$ cat config.mk
export PLATFORM = sky130hd
export DESIGN_NAME = keypad_scanner
export DESIGN_NICKNAME = d
export VERILOG_FILES = /design/src/rtl/keypad_pkg.sv /design/src/rtl/row_sync.sv /design/src/rtl/keypad_scanner.sv
export SDC_FILE = /design/constraint.sdc
export NUM_CORES = 1
export LEC_CHECK = 0
export ABC_CLOCK_PERIOD_IN_PS = 2900
export CELL_PAD_IN_SITES_DETAIL_PLACEMENT = 2
export CELL_PAD_IN_SITES_GLOBAL_PLACEMENT = 2
export CORE_ASPECT_RATIO = 0.6
export CORE_MARGIN = 3
export CORE_UTILIZATION = 38
export CTS_BUF_LIST = sky130_fd_sc_hd__clkbuf_8
export DETAILED_ROUTE_END_ITERATION = 10
export PLACE_DENSITY = 0.79
export SYNTH_ARGS = -nofsm -noshare
export SYNTH_HDL_FRONTEND = slang
export SYNTH_SLANG_ARGS = --single-unit
$ cat constraint.sdc
create_clock -name hwclk -period 2.9 [get_ports hwclk]
set_input_delay 0.58 -clock hwclk [delete_from_list [all_inputs] [get_ports hwclk]]
set_output_delay 0.58 -clock hwclk [all_outputs]
set_load 0.005 [all_outputs]
$ cat src/rtl/keypad_pkg.sv
// Shared types, keymap and default timing for the 4x4 keypad scanner.
package keypad_pkg;

  typedef enum logic [1:0] {
    SCAN      = 2'd0,
    DEB_PRESS = 2'd1,
    HELD      = 2'd2,
    DEB_REL   = 2'd3
  } state_t;

  localparam int SCAN_DIV_DEFAULT        = 1200;
  localparam int DEBOUNCE_CYCLES_DEFAULT = 240000;

  // Indexed by {row, col}; entry 15 is r3c3.
  localparam logic [15:0][3:0] KEYMAP = {
    4'hD, 4'hF, 4'h0, 4'hE,
    4'hC, 4'h9, 4'h8, 4'h7,
    4'hB, 4'h6, 4'h5, 4'h4,
    4'hA, 4'h3, 4'h2, 4'h1
  };

  function automatic logic [3:0] col_drive(input logic [1:0] idx);
    return ~(4'b0001 << idx);
  endfunction

  function automatic logic [1:0] low_row_idx(input logic [3:0] rows);
    logic [1:0] idx;
    idx = 2'd0;
    for (int i = 3; i >= 0; i--) begin
      if (!rows[i]) idx = 2'(i);
    end
    return idx;
  endfunction

  function automatic logic multi_low(input logic [3:0] rows);
    logic [3:0] low;
    low = ~rows;
    return (low & (low - 4'd1)) != 4'd0;
  endfunction

endpackage

$ cat src/rtl/row_sync.sv
// Two-flop synchronizer for the asynchronous, pulled-up keypad rows.
module row_sync
  import keypad_pkg::*;
(
  input  logic       hwclk,
  input  logic       rst_n,
  input  logic [3:0] d,
  output logic [3:0] q
);

  logic [3:0] meta;

  always_ff @(posedge hwclk) begin
    if (!rst_n) begin
      meta <= 4'hF;
      q    <= 4'hF;
    end else begin
      meta <= d;
      q    <= meta;
    end
  end

endmodule

$ cat src/rtl/keypad_scanner.sv
// 4x4 keypad column scanner with press/release debounce.
// KEYPAD_MULTIKEY_REJECT_EN: ignore scan samples with more than one row low.
//
// state     | meaning
// SCAN      | rotating column drive, sampling rows at end of each column period
// DEB_PRESS | column frozen, rows must match captured pattern to accept
// HELD      | key accepted, bstate high, waiting for all rows high
// DEB_REL   | rows high, must stay high to release
module keypad_scanner
  import keypad_pkg::*;
#(
  parameter int SCAN_DIV        = SCAN_DIV_DEFAULT,
  parameter int DEBOUNCE_CYCLES = DEBOUNCE_CYCLES_DEFAULT
) (
  input  logic       hwclk,
  input  logic       rst_n,
  input  logic [3:0] row_in,
  output logic [3:0] col_out,
  output logic [3:0] button,
  output logic       bstate,
  output logic       key_valid
);

  localparam int DIVW = $clog2(SCAN_DIV + 1);
  localparam int DEBW = $clog2(DEBOUNCE_CYCLES + 1);
  localparam logic [DIVW-1:0] DIV_LOAD = DIVW'(SCAN_DIV - 1);
  localparam logic [DEBW-1:0] DEB_LAST = DEBW'(DEBOUNCE_CYCLES - 1);
  localparam logic [DEBW-1:0] DEB_MAX  = DEBW'(DEBOUNCE_CYCLES);

  state_t          state;
  logic [3:0]      row_s;
  logic [1:0]      col_idx;
  logic [DIVW-1:0] div_cnt;
  logic [DEBW-1:0] deb_cnt;
  logic [3:0]      cap_rows;
  logic [1:0]      cap_row_idx;
  logic            sample_hit;

  row_sync u_row_sync (
    .hwclk (hwclk),
    .rst_n (rst_n),
    .d     (row_in),
    .q     (row_s)
  );

  always_comb begin
    sample_hit = (row_s != 4'hF);
`ifdef KEYPAD_MULTIKEY_REJECT_EN
    if (multi_low(row_s)) sample_hit = 1'b0;
`endif
  end

  always_ff @(posedge hwclk) begin
    if (!rst_n) begin
      state       <= SCAN;
      col_idx     <= 2'd0;
      col_out     <= 4'b1110;
      div_cnt     <= DIV_LOAD;
      deb_cnt     <= '0;
      cap_rows    <= 4'hF;
      cap_row_idx <= 2'd0;
      button      <= 4'h0;
      bstate      <= 1'b0;
      key_valid   <= 1'b0;
    end else begin
      key_valid <= 1'b0;
      unique case (state)
        SCAN: begin
          if (div_cnt != '0) begin
            div_cnt <= div_cnt - 1'b1;
          end else if (sample_hit) begin
            cap_rows    <= row_s;
            cap_row_idx <= low_row_idx(row_s);
            deb_cnt     <= '0;
            state       <= DEB_PRESS;
          end else begin
            col_idx <= col_idx + 2'd1;
            col_out <= col_drive(col_idx + 2'd1);
            div_cnt <= DIV_LOAD;
          end
        end
        DEB_PRESS: begin
          // Bounce aborts back to scanning the same column.
          if (row_s != cap_rows) begin
            state   <= SCAN;
            div_cnt <= DIV_LOAD;
          end else begin
            if (deb_cnt == DEB_LAST) begin
              button    <= KEYMAP[{cap_row_idx, col_idx}];
              key_valid <= 1'b1;
              state     <= HELD;
            end
            if (deb_cnt != DEB_MAX) deb_cnt <= deb_cnt + 1'b1;
          end
        end
        HELD: begin
          bstate <= 1'b1;
          if (row_s == 4'hF) begin
            deb_cnt <= '0;
            state   <= DEB_REL;
          end
        end
        DEB_REL: begin
          if (row_s != 4'hF) begin
            state <= HELD;
          end else begin
            if (deb_cnt == DEB_LAST) begin
              bstate  <= 1'b0;
              state   <= SCAN;
              col_idx <= col_idx + 2'd1;
              col_out <= col_drive(col_idx + 2'd1);
              div_cnt <= DIV_LOAD;
            end
            if (deb_cnt != DEB_MAX) deb_cnt <= deb_cnt + 1'b1;
          end
        end
        default: state <= SCAN;
      endcase
    end
  end

endmodule

==> results_dict.tcl <==
set metrics [dict create \
    status "finished clean" \
    fin_nets 391 \
    ctsHoldBuffers 0 \
    num_io_pins 16 \
    rows 24 \
    min_path_type "register to register" \
    switchingPower_uw 415 \
    synth_cell_types 58 \
    synth-seq-cells 57 \
    vdd_drop_max_mv 0.245 \
    drt_iter0_markers 140 \
    fp.coreArea_sq_mm 0.00760 \
    grt_antenna_before_repair 0 \
    diodes 0 \
    cts_buffers 9 \
    rsz0062_at_grt "no" \
    grt.total_usage 0.215 \
    first_pass_iters 4 \
    drv_cap 0 \
    fp.dieW_microns 123 \
    dp.cells 468 \
    setup_ws_ns 0.364 \
    layoutNonFillerInstCount 484 \
    async_flop_share 0 \
    grt_overflow 0 \
    fin_setup_tns_ns 0 \
    synthFlopType "dfxtp_1" \
    setup_viol 0 \
    relSlewSlack 0.410 \
    fmax_ghz 0.394 \
    start_util 0.409 \
    ys_warn_count 0 \
    r2r_setup_slack_ns 0.36 \
    p_per_area_mw_per_mm2 457 \
    post-place-ws_ns 0.416 \
    yosysSeqAreaShare 0.367 \
    fin_crit_sh 0.875 \
    viasPerCell 5.96 \
    wl_per_cell_microns 19.5 \
    clockPowerShare 0.456 \
    insertion_delay_ns 0.35 \
    final_antenna_net_count 0 \
    synth_area_sq_mm 0.00311 \
    clock-root-buffer "clkbuf_8" \
    cts_tree "built" \
    tightest_slew_ns 0.886 \
    p_int_uw 1220 \
    crit_fanout 23 \
    seq_power_share 0.491 \
    path_class "register to register" \
    synth_edf_count 0 \
    p_sw_frac 0.254 \
    cp.required_ns 3.14 \
    cts.clk_slew.worst_paths_ns 0.07 \
    place_congestion 0.761 \
    synth_nets 378 \
    fp.dieH_microns 76.1 \
    hpwlAfterDp_mm 6.88 \
    critPathCaptureType "register" \
    drive_above_1_share 0.124 \
    power.leakage_uw 0.00121 \
    cts_max_path_buffers 2 \
    syn_to_final_growth_pct 14.7 \
    holdWs_ns 0.413 \
    drc 0 \
    postCtsSetupRepairBufs 0 \
    hold_violations 0 \
    startpoint_type "register" \
    synthCells 362 \
    n_fill_cell 839 \
    p_comb_frac 0.053 \
    grt_max_degree 24 \
    min_period_ns 2.54 \
    cts_htree_levels 3 \
    vias 2883 \
    grt_pass1_vias 2963 \
    routed_wl_mm 9.45 \
    finClkSkew_ns 0.00608 \
    grt_pass1_wl_mm 16.0 \
    syn_area_per_cell_sq_um 8.59 \
    io_buffers 15 \
    cts_resized 0 \
    drv_slew 0 \
    worstPathArrival_ns 2.78 \
    die_area_sq_mm 0.00934 \
    cts.sinks 57 \
]
[cells in the final DEF (no fill, tap or decap), types with 2 or more instances in the layout]
master	Yosys	routed
clkdlybuf4s50_1	0	15
nand4b_1	4	4
and4_1	5	5
or2_2	3	3
or3_1	7	7
mux2_2	4	4
mux2i_1	8	8
nand2_1	22	22
o21ai_0	16	16
nand2b_1	11	11
dfxtp_1	57	57
a311oi_1	2	2
buf_4	0	13
clkinv_2	0	2
clkinvlp_4	0	3
inv_1	15	15
o31ai_1	15	15
and3_1	7	7
or4_1	13	13
o311ai_0	2	2
nor3_1	8	8
nand3b_1	2	2
nor2b_1	2	2
a31o_2	3	3
o221a_2	2	2
nand3_1	19	19
nor4bb_1	5	5
xor2_1	4	4
o211ai_1	5	5
nor2_1	13	13
nor4_1	7	7
ha_1	10	10
and2_1	2	2
a31oi_1	3	3
a21oi_1	26	26
nand4_1	11	11
clkbuf_8	0	9
[cell families (layout without fill, tap and decap cells)]
family	after synthesis	after routing	synth area share
buffers and inverters	41	59	0.0555
adder cells (fa/ha/maj)	10	10	0.0402
XOR/XNOR	4	4	0.0113
flip-flops	57	57	0.367
AO/OA/AOI/OAI	89	89	0.196
multiplexers	13	13	0.0475
AND/OR/NAND/NOR	148	148	0.283
[path summary, 6_finish.rpt]
| check | from | end | depth (start not counted) |
|---|---|---|---|
| worst min-delay path | u_row_sync.meta[1] | u_row_sync.q[1] | 1 |
| worst min register to register | u_row_sync.meta[1] | u_row_sync.q[1] | 1 |
| worst max-delay path | div_cnt[0] | deb_cnt[17] | 7 |
| worst max register to register | div_cnt[0] | deb_cnt[17] | 7 |
[power by group through the flow]
stage	Combinational, uW	Clock (uW)	Sequential [uW]
floorplan	52.6	0	815
global placement	82.2	0	816
detailed placement	85.4	0	818
CTS	86.8	763	800
global route	96.5	804	801
finish	86.7	744	800
[routing by layer]
layer / share of wire / GRT usage / vias to the layer above
li1: - / - / 1392
met1: 0.53 / 0.317 / 1448
met2: 0.43 / 0.313 / 31
met3: 0.026 / 0.0519 / 12
met4: 0.011 / 0.0492 / 0
met5: 0 / 0 / -
[layout make-up]
type | instances | area [sq um] | area share
clock buffers | 9 | 124 | 0.0347
flip-flops and latches | 57 | 1140 | 0.320
well taps | 104 | 130 | 0.0365
repair buffers | 28 | 248 | 0.0695
multi-input cells | 264 | 1800 | 0.504
inverters | 15 | 56.3 | 0.0158
clock inverters | 7 | 71.3 | 0.0200
[cells in the mapped netlist (2+ instances only)]
cell type | count | area share
dfxtp_1 | 57 | 0.37
a21oi_1 | 26 | 0.042
nand2_1 | 22 | 0.027
clkbuf_1 | 21 | 0.025
nand3_1 | 19 | 0.031
o21ai_0 | 16 | 0.026
inv_1 | 15 | 0.018
o31ai_1 | 15 | 0.036
nor2_1 | 13 | 0.016
or4_1 | 13 | 0.031
nand2b_1 | 11 | 0.022
nand4_1 | 11 | 0.022
ha_1 | 10 | 0.040
mux2i_1 | 8 | 0.026
nor3_1 | 8 | 0.013
and3_1 | 7 | 0.014
nor4_1 | 7 | 0.014
or3_1 | 7 | 0.014
and4_1 | 5 | 0.014
nor4bb_1 | 5 | 0.016
o211ai_1 | 5 | 0.012
mux2_2 | 4 | 0.014
nand4b_1 | 4 | 0.011
xor2_1 | 4 | 0.011
a31o_2 | 3 | 0.0085
a31oi_1 | 3 | 0.0060
buf_2 | 3 | 0.0048
or2_2 | 3 | 0.0060
a311oi_1 | 2 | 0.0056
and2_1 | 2 | 0.0040
buf_6 | 2 | 0.0072
nand3b_1 | 2 | 0.0048
nor2b_1 | 2 | 0.0040
o221a_2 | 2 | 0.0072
o311ai_0 | 2 | 0.0056
[worst max-delay path, cell delays in order, from the launching register on]
cell and delay (ns):
dfxtp_1 0.34, inv_1 0.08, ha_1 0.19, or3b_1 0.42, o31ai_4 0.30, o21ai_2 0.29, nor4_1 0.41, mux2_2 0.39
[state kept, by name (all words and copies together), names as in the netlist]
name and flops:
u_row_sync.q 4, col_out 4, key_valid 1, cap_row_idx 2
div_cnt 11, bstate 1, cap_rows 4, button 4
state 2, col_idx 2, u_row_sync.meta 4, deb_cnt 18
[stage by stage]
| stage | total power (uW) | utilization | instance area, sq um |
|---|---|---|---|
| 6_report | 1630 | 0.469 | 3570 |
| 5_1_grt | 1700 | 0.469 | 3570 |
| 4_1_cts | 1650 | 0.469 | 3570 |
| 3_5_place_dp | 903 | 0.444 | 3370 |
| 3_3_place_gp | 899 | 0.444 | 3370 |
| 2_1_floorplan | 868 | - | 3110 |
Note: power is estimated with default switching activity, not from simulation.
